## src/rtl/cover_pkg.sv

```systemverilog
// Shared constants and types for the toggle-cover arbiter slice.
package cover_pkg;
   localparam int COVER_TOTAL = 9715;
   localparam int COVER_IDX_W = 16;
   localparam int MERGE_CNT_W = 16;

   typedef logic [COVER_IDX_W-1:0] cover_idx_t;
endpackage

```

## src/rtl/cover_rr_arbiter.sv

```systemverilog
// Round-robin port selector: highest priority is the port at ptr_i, wrapping upward.
module cover_rr_arbiter #(
   parameter int NUM_PORTS = 4,
   parameter int PTR_W     = 2
) (
   input  logic [NUM_PORTS-1:0] req_i,
   input  logic [PTR_W-1:0]     ptr_i,
   output logic [NUM_PORTS-1:0] gnt_o,
   output logic [PTR_W-1:0]     ptr_next_o
);

   int   p;
   logic found;

   always_comb begin
      gnt_o      = '0;
      ptr_next_o = ptr_i;
      found      = 1'b0;
      p          = 0;
      for (int k = 0; k < NUM_PORTS; k++) begin
         p = int'(ptr_i) + k;
         if (p >= NUM_PORTS) p = p - NUM_PORTS;
         if (!found && req_i[p]) begin
            found      = 1'b1;
            gnt_o[p]   = 1'b1;
            // next search starts just past the winner
            ptr_next_o = (p == NUM_PORTS - 1) ? '0 : PTR_W'(p + 1);
         end
      end
   end

endmodule

```

## src/rtl/cover_toggle_arbiter.sv

```systemverilog
// Collects per-bit toggle-cover hits into pending flags and streams their indices out.
// Optional build macro COVER_DEDUP_EN: each index is reported at most once between resets.
module cover_toggle_arbiter
   import cover_pkg::*;
#(
   parameter int NUM_PORTS  = 4,
   parameter int PORT_W     = 4,
   parameter int IDX_W      = 16,
   parameter int COVER_BASE = 0
) (
   input  logic                        clock,
   input  logic                        reset,
   input  logic                        enable,
   input  logic [NUM_PORTS*PORT_W-1:0] valid,
   output logic                        out_valid,
   input  logic                        out_ready,
   output logic [IDX_W-1:0]            out_index,
   output logic [MERGE_CNT_W-1:0]      merged_cnt,
   output logic                        busy
);

   localparam int NB    = NUM_PORTS * PORT_W;
   localparam int PTR_W = (NUM_PORTS > 1) ? $clog2(NUM_PORTS) : 1;

   logic [NB-1:0]          pend_q, pend_d, hit, sel, clr, merge;
   logic [PTR_W-1:0]       ptr_q, ptr_d, ptr_next;
   logic [NUM_PORTS-1:0]   req, gnt;
   logic                   out_valid_q, out_valid_d, load, any_pend, found;
   logic [IDX_W-1:0]       out_index_q, out_index_d, sel_idx;
   logic [MERGE_CNT_W-1:0] merged_q, merged_d;
`ifdef COVER_DEDUP_EN
   logic [NB-1:0]          mask_q, mask_d;
`endif

   function automatic logic [MERGE_CNT_W-1:0] popcnt(input logic [NB-1:0] v);
      logic [MERGE_CNT_W-1:0] c;
      c = '0;
      for (int i = 0; i < NB; i++) c = c + MERGE_CNT_W'(v[i]);
      return c;
   endfunction

   function automatic logic [MERGE_CNT_W-1:0] sat_add(input logic [MERGE_CNT_W-1:0] a,
                                                      input logic [MERGE_CNT_W-1:0] b);
      logic [MERGE_CNT_W:0] s;
      s = {1'b0, a} + {1'b0, b};
      return s[MERGE_CNT_W] ? '1 : s[MERGE_CNT_W-1:0];
   endfunction

   always_comb begin
      req = '0;
      for (int p = 0; p < NUM_PORTS; p++) req[p] = |pend_q[p*PORT_W +: PORT_W];
   end

   cover_rr_arbiter #(
      .NUM_PORTS (NUM_PORTS),
      .PTR_W     (PTR_W)
   ) u_rr (
      .req_i      (req),
      .ptr_i      (ptr_q),
      .gnt_o      (gnt),
      .ptr_next_o (ptr_next)
   );

   // lowest pending bit inside the granted port
   always_comb begin
      sel     = '0;
      sel_idx = out_index_q;
      found   = 1'b0;
      for (int p = 0; p < NUM_PORTS; p++) begin
         for (int b = 0; b < PORT_W; b++) begin
            if (!found && gnt[p] && pend_q[p*PORT_W+b]) begin
               found              = 1'b1;
               sel[p*PORT_W+b]    = 1'b1;
               sel_idx            = IDX_W'(COVER_BASE + p*PORT_W + b);
            end
         end
      end
   end

   assign any_pend = |pend_q;
   assign load     = !out_valid_q || out_ready;
   assign clr      = (load && any_pend) ? sel : '0;

`ifdef COVER_DEDUP_EN
   assign hit    = enable ? (valid & ~mask_q) : '0;
   assign mask_d = mask_q | hit;
`else
   assign hit    = enable ? valid : '0;
`endif

   // a hit on a flag being cleared this edge re-arms it instead of merging
   assign merge    = hit & pend_q & ~clr;
   assign pend_d   = (pend_q & ~clr) | hit;
   assign merged_d = sat_add(merged_q, popcnt(merge));

   always_comb begin
      out_valid_d = out_valid_q;
      out_index_d = out_index_q;
      ptr_d       = ptr_q;
      if (load) begin
         out_valid_d = any_pend;
         if (any_pend) begin
            out_index_d = sel_idx;
            ptr_d       = ptr_next;
         end
      end
   end

   always_ff @(posedge clock) begin
      if (!reset) begin
         pend_q      <= '0;
         ptr_q       <= '0;
         out_valid_q <= 1'b0;
         out_index_q <= '0;
         merged_q    <= '0;
`ifdef COVER_DEDUP_EN
         mask_q      <= '0;
`endif
      end else begin
         pend_q      <= pend_d;
         ptr_q       <= ptr_d;
         out_valid_q <= out_valid_d;
         out_index_q <= out_index_d;
         merged_q    <= merged_d;
`ifdef COVER_DEDUP_EN
         mask_q      <= mask_d;
`endif
      end
   end

   assign out_valid  = out_valid_q;
   assign out_index  = out_index_q;
   assign merged_cnt = merged_q;
   assign busy       = any_pend | out_valid_q;

endmodule

```

## config.mk

```make
export PLATFORM = sky130hd
export DESIGN_NAME = cover_toggle_arbiter
export DESIGN_NICKNAME = d
export VERILOG_FILES = /design/src/rtl/cover_pkg.sv /design/src/rtl/cover_rr_arbiter.sv /design/src/rtl/cover_toggle_arbiter.sv
export SDC_FILE = /design/constraint.sdc
export NUM_CORES = 1
export LEC_CHECK = 0
export CAP_MARGIN = 20
export CORE_MARGIN = 8
export CORE_UTILIZATION = 53
export CTS_BUF_LIST = sky130_fd_sc_hd__clkbuf_4 sky130_fd_sc_hd__clkbuf_8
export DETAILED_ROUTE_END_ITERATION = 10
export GPL_ROUTABILITY_DRIVEN = 0
export HOLD_SLACK_MARGIN = 0.03
export PLACE_DENSITY = 0.81
export SETUP_SLACK_MARGIN = 0.5
export SLEW_MARGIN = 30
export SYNTH_ARGS = -nofsm -noshare
export SYNTH_HDL_FRONTEND = slang
export SYNTH_SLANG_ARGS = --single-unit
```

## constraint.sdc

```tcl
create_clock -name clock -period 10 [get_ports clock]
set_input_delay 1 -clock clock [delete_from_list [all_inputs] [get_ports clock]]
set_output_delay 1 -clock clock [all_outputs]
set_load 0.01 [all_outputs]
```

Word-level counts from Yosys, hierarchy flattened

Cells that the tools add are included.
W data, S select, Z words.

Logic and storage cells: 213
Input bits: 20
Register bits: 51

Add/sub/neg operators: 27
Multiplexer cells: 88
Bitwise operators: 9
Reductions and logical operators: 68
Order comparisons: 12
Eq/ne operators: 4

Operator list:

| cell                    | count |
|---|---|
| $mux W16                | 19 |
| $eq A32 B3 Y1 const B   | 4 |
| $ge A32 B1 Y1 const B   | 4 |
| $lt A32 B4 Y1 const B   | 4 |
| $mux W32                | 4 |
| $ge A32 B4 Y1 const B   | 3 |
| $sub A32 B4 Y32 const B | 3 |
| $and A16 B16 Y16        | 3 |
| $mux W1                 | 45 |
| $logic_and A1 B1 Y1     | 39 |
| $logic_not A1 Y1        | 19 |
| $add A16 B16 Y17        | 1 |
| $add A15 B1 Y16         | 1 |
| $mux W2                 | 8 |
| $mux W4                 | 4 |
| $not A16 Y16            | 1 |
| $or A16 B16 Y16         | 1 |
| $reduce_bool A16 Y1     | 1 |
| $reduce_or A16 Y1       | 1 |
| $reduce_or A4 Y1        | 4 |
| $add A14 B1 Y15         | 1 |
| $add A13 B1 Y14         | 1 |
| $add A12 B1 Y13         | 1 |
| $add A11 B1 Y12         | 1 |
| 22 further kinds        | 35 |

Logic depth before layout (Yosys ltp)

Depth after elaboration: 97
Depth in mapped cells: 31
Depth with buffers taken out: 28

By module

Synthesis repeated with hierarchy kept, for this count alone.

Cell total of the unflattened synthesis: 370
Area, all modules: 3281.9 um^2

By module, submodules not included:

| module               | instances | area an instance (um^2) | cells an instance | sequential area each (um^2) |
|---|---|---|---|---|
| cover_toggle_arbiter | 1         | 2740.1                  | 308               | 780.7 |
| cover_rr_arbiter     | 1         | 541.8                   | 62                | 0.0 |

Least setup slack after synthesis

OpenSTA, ideal clock, no wires.

Path kind: reg2reg
From: reg ptr_q[0]
To: reg merged_q[11] (netlist: merged_cnt[11])
Buffers on the path: 3
Stages on the path, launching flop included: 31
Setup slack: 2.453 ns
Clock period less this slack: 7.547 ns
Arrival time: 7.419 ns
Required time: 9.872 ns
Path through: dfxtp_1 clkbuf_1 inv_1 ha_1 clkbuf_1 nor2b_1 a22oi_1 a21oi_1 a22o_1 a221o_2 a221oi_2 nand2_1 o31a_1 nand2_1 fa_1 fa_1 fa_1 inv_1 fa_1 fa_1 fa_1 a21o_1 a21oi_1 nor2b_1 o21ai_0 nor2_1 nand4_1 nor2_1 clkbuf_1 nor2_1 nor2_1

Word-level cells in the longest chain between the ends: 83

RTL lines:

| element                                                                  | RTL line                    | text |
|---|---|---|
| from (decl)                                                              | cover_toggle_arbiter.sv:26  | `logic [PTR_W-1:0] ptr_q, ptr_d, ptr_next;` |
| from (signal assigned)                                                   | cover_toggle_arbiter.sv:121 | `ptr_q <= ptr_d;` |
| parallel branches: the longest is 14 deep, another holds $sub A32 B4 Y32 | --                          |  |
| $mux W4 *                                                                | cover_rr_arbiter.sv:23      | `if (!found && req_i[p]) begin` |
| $logic_and A1 B1 Y1                                                      | cover_toggle_arbiter.sv:71  | `if (!found && gnt[p] && pend_q[p*PORT_W+b]) begin` |
| $mux W1                                                                  | cover_toggle_arbiter.sv:71  |  |
| $logic_not A1 Y1                                                         | cover_toggle_arbiter.sv:71  |  |
| $logic_and A1 B1 Y1 (2 in a row)                                         | cover_toggle_arbiter.sv:71  |  |
| $mux W1                                                                  | cover_toggle_arbiter.sv:71  |  |
| $logic_not A1 Y1                                                         | cover_toggle_arbiter.sv:71  |  |
| (+52 left out)                                                           | --                          |  |
| $logic_and A1 B1 Y1 (2 in a row)                                         | cover_toggle_arbiter.sv:71  |  |
| $mux W1                                                                  | cover_toggle_arbiter.sv:71  |  |
| $mux W16 *                                                               | cover_toggle_arbiter.sv:82  | `assign clr = (load && any_pend) ? sel : '0;` |
| $not A16 Y16 *                                                           | cover_toggle_arbiter.sv:92  | `assign merge = hit & pend_q & ~clr;` |
| $and A16 B16 Y16 *                                                       | cover_toggle_arbiter.sv:92  |  |
| $add A15 B1 Y16 *                                                        | cover_toggle_arbiter.sv:38  | `for (int i = 0; i < NB; i++) c = c + MERGE_CNT_W'(v[i]);` |
| $add A16 B16 Y17 *                                                       | cover_toggle_arbiter.sv:45  | `s = {1'b0, a} + {1'b0, b};` |
| $mux W16 *                                                               | cover_toggle_arbiter.sv:46  | `return s[MERGE_CNT_W] ? '1 : s[MERGE_CNT_W-1:0];` |
| to (signal assigned)                                                     | cover_toggle_arbiter.sv:124 | `merged_q <= merged_d;` |
| to (decl)                                                                | cover_toggle_arbiter.sv:30  | `logic [MERGE_CNT_W-1:0] merged_q, merged_d;` |

Every way passes the cells marked *. The select of a mux whose other input is x is not followed.
A chain may end at the register's enable or synchronous reset.

Worst setup path after layout

From: reg ptr_q[0]
To: reg merged_q[2] (netlist: merged_cnt[2])

The elaborated chain is that of the path after synthesis.

==> impl_metrics.env <==
export IMPL_outcome="completed"
export IMPL_synth_edf_count=0
export IMPL_first_pass_iters=4
export IMPL_clockBufferDepth=2
export IMPL_htreeDepth=2
export IMPL_drt_iter0_drc=207
export IMPL_leakage_nw=1.37
export IMPL_synth_area_um2=2970
export IMPL_first_global_vias=2734
export IMPL_finClkSkew_ps=2.95
export IMPL_final_cell_area_um2=3490
export IMPL_nNetsFinal=449
export IMPL_whs_endpoint="merged_cnt[10]"
export IMPL_wire_per_inst_um=15.3
export IMPL_worst_ep_required_time_ps=10140
export IMPL_rrSetupSlack_ps=1740
export IMPL_ioPinCount=54
export IMPL_synthTopCellsByCount="62 x nor2_1, 39 x dfxtp_1, 31 x nand2_1"
export IMPL_core_area_um2=5470
export IMPL_fp_dieW_um=90.9
export IMPL_placed_area_um2=3380
export IMPL_cts_root_buf="clkbuf_8"
export IMPL_muxShareOfSynthArea_pct=3.71
export IMPL_max_cap_violations=0
export IMPL_min_delay_path_depth=2
export IMPL_antenna_found_initial=0
export IMPL_viasPerCell=5.73
export IMPL_clk_pin_slew_ps=70
export IMPL_max_vdd_ir_drop_mv=0.108
export IMPL_synth_compound_area_share_pct=20.3
export IMPL_rows=27
export IMPL_cts_tree="built"
export IMPL_insertedDiodeCount=0
export IMPL_min_from="merged_cnt[10]"
export IMPL_grt_pass1_wl_um=12400
export IMPL_hold_violations=0
export IMPL_yosys_area_share_simple_pct=24.5
export IMPL_ys_flop_type="dfxtp_1"
export IMPL_synth_top_area_share_pct=26.3
export IMPL_rsz0062_at_grt="false"
export IMPL_holdBufCountCts=0
export IMPL_cts_resized=0
export IMPL_port_buffers=41
export IMPL_worstMarginPinSlew_ps=888
export IMPL_finalCritPeriodShare_pct=82.6
export IMPL_grt_start_max_net_pins=34
export IMPL_yosysSeqAreaShare_pct=26.3
export IMPL_ant_nets=0
export IMPL_reg2reg_depth=27
export IMPL_synth_top_family_by_area="simple AND/OR/NAND/NOR gates"
export IMPL_fp_dieH_um=90.9
export IMPL_cts_setup_buffers=0
export IMPL_setup_ws_ps=1740
export IMPL_wirelength_um=7250
export IMPL_grt_ovfl_total=0
export IMPL_multi_input_area_um2=2010
export IMPL_synth_area_leaders="dfxtp_1 26%, fa_1 8.1%, nor2_1 7.8%, ha_1 6.3%, a21oi_1 4.2%"
export IMPL_dieArea_um2=8260
export IMPL_setup_violations=0
export IMPL_fill_cells=487
export IMPL_pre_cts_slack_ps=1840
export IMPL_post_synth_xor_area_fraction_pct=3.24
export IMPL_critPathKind="flop to flop"
export IMPL_seq_area_um2=781
export IMPL_maxSlewHeadroom_pct=40.3
export IMPL_synth_cells=366
export IMPL_synth_seq_cells=39
export IMPL_arrival_ps=8400
export IMPL_drive_gt1_share_pct=6.20
export IMPL_vias=2721
export IMPL_synth_most_common_cell="nor2_1"
export IMPL_max_clock_freq_mhz=121
export IMPL_cts_buffers=5
export IMPL_cellPowerDensity_nw_per_um2=216
export IMPL_yosys_area_top_type="dfxtp_1"
export IMPL_endpoint_kind="flop"
export IMPL_synthAdderAreaFrac_pct=14.4
export IMPL_setup_tns_final_ps=0
export IMPL_dp_hpwl_um=5760
export IMPL_worst_setup_path_start_kind="flop"
export IMPL_path_max_fanout=15
export IMPL_fin_crit_ps=8260
export IMPL_cts_sinks=39
export IMPL_worstReg2RegStart="ptr_q[0]"
export IMPL_areaGrowthSynthToFinish_pct=17.3
export IMPL_synth_area_per_cell_um2=8.12
export IMPL_yosys_warnings=0
export IMPL_synth_cell_types=58
export IMPL_clock_latency_ps=280
export IMPL_initial_utilization_pct=54.3
export IMPL_hold_class="flop to flop"
export IMPL_r2r_end="merged_cnt[2]"
export IMPL_async_flop_share_pct=0
export IMPL_drc_errors=0
export IMPL_post_route_util_pct=63.7
export IMPL_grt_usage_pct=17.7
export IMPL_maxSlewViolCount=0
layer usage:
layer  track usage (%)  wire, um  vias to the layer above
met3              3.41       365                       14
met2              32.5      3710                       85
met1              19.7      3010                     1290
met4              6.68       174                        0
met5                 0         0                        -
li1                  -         -                     1332
metrics by stage:
step	std cells	total power (W)	hold WS [ps]
after floorplan	377	0.000532	479
after global placement	467	0.000622	473
after detailed placement	467	0.000632	473
after CTS	475	0.000753	484
after global routing	475	0.000815	509
final	475	0.000752	488
cell type report:
| cell class | count | share of cell area [%] |
|---|---|---|
| clock buffer | 8 | 2.98 |
| inverter | 22 | 2.37 |
| tap | 72 | 2.58 |
| timing repair buffer | 42 | 12.0 |
| multi-input combinational | 292 | 57.7 |
| sequential | 39 | 22.4 |
cell usage in the layout, fill, tap and decap left out, types with 3 or more instances in the layout:
master and n:
a21o_1 3, a21oi_1 25, a22oi_1 4, a31oi_1 3
and2_1 5, clkbuf_8 7, clkdlybuf4s50_1 41, conb_1 12
dfxtp_1 39, fa_1 12, ha_1 15, inv_1 21
mux4_2 4, nand2_1 31, nand3_1 8, nand4_1 9
nor2_1 62, nor2b_1 3, nor3_1 3, nor4_1 4
nor4_2 3, o21a_1 5, o21ai_0 17, o21ai_1 4
or2_1 6, or4_1 4, xnor2_1 7, xor2_1 4
worst max-delay path, cell delays in order, from the launching register on:
cell and delay [ps]:
dfxtp_1 660, inv_1 270, ha_1 460, nor2b_1 190, a22oi_1 360, a21oi_1 170
a22o_1 210, a221o_2 370, a221oi_2 410, nand2_1 220, o31a_1 300, nand2_1 90
fa_1 410, fa_1 520, fa_1 500, inv_1 50, fa_1 500, fa_1 470
fa_1 410, a21o_1 190, a21oi_1 220, nor2b_1 70, o21ai_0 260, nor2_1 150
nand4_1 180, nor2_1 210, nor2_1 170, nor2_1 60
state kept, by name, summed over array words and instances, names as in the netlist:
register	cells
pend_q	16
out_valid	1
merged_cnt	16
out_index	4
ptr_q	2
report_power, final:
| group | total (W) | switching (W) | internal (W) |
|---|---|---|---|
| clock network | 0.000119 | 0.0000532 | 0.0000657 |
| registers | 0.000204 | 0.0000276 | 0.000177 |
| logic | 0.000429 | 0.000246 | 0.000183 |
cells by family (layout without fill, tap and decap cells):
family	Yosys count	in the layout
buffers and inverters	46	72
AO/OA/AOI/OAI	86	86
other	1	12
flip-flops	39	39
multiplexers	6	6
AND/OR/NAND/NOR	150	150
adder cells (fa/ha/maj)	27	27
XOR/XNOR	11	11
worst max-delay path by stage:
stage	start	depth (start not counted)	slack, ps	end
after floorplan	ptr_q[0]	30	2450	merged_cnt[11]
after global placement	ptr_q[0]	27	1950	merged_cnt[2]
after detailed placement	ptr_q[0]	27	1840	merged_cnt[2]
after CTS	ptr_q[0]	27	1800	merged_cnt[2]
after global routing	ptr_q[0]	27	1190	merged_cnt[1]
final	ptr_q[0]	27	1740	merged_cnt[2]
No activity file was read; power rests on OpenSTA's default activity.
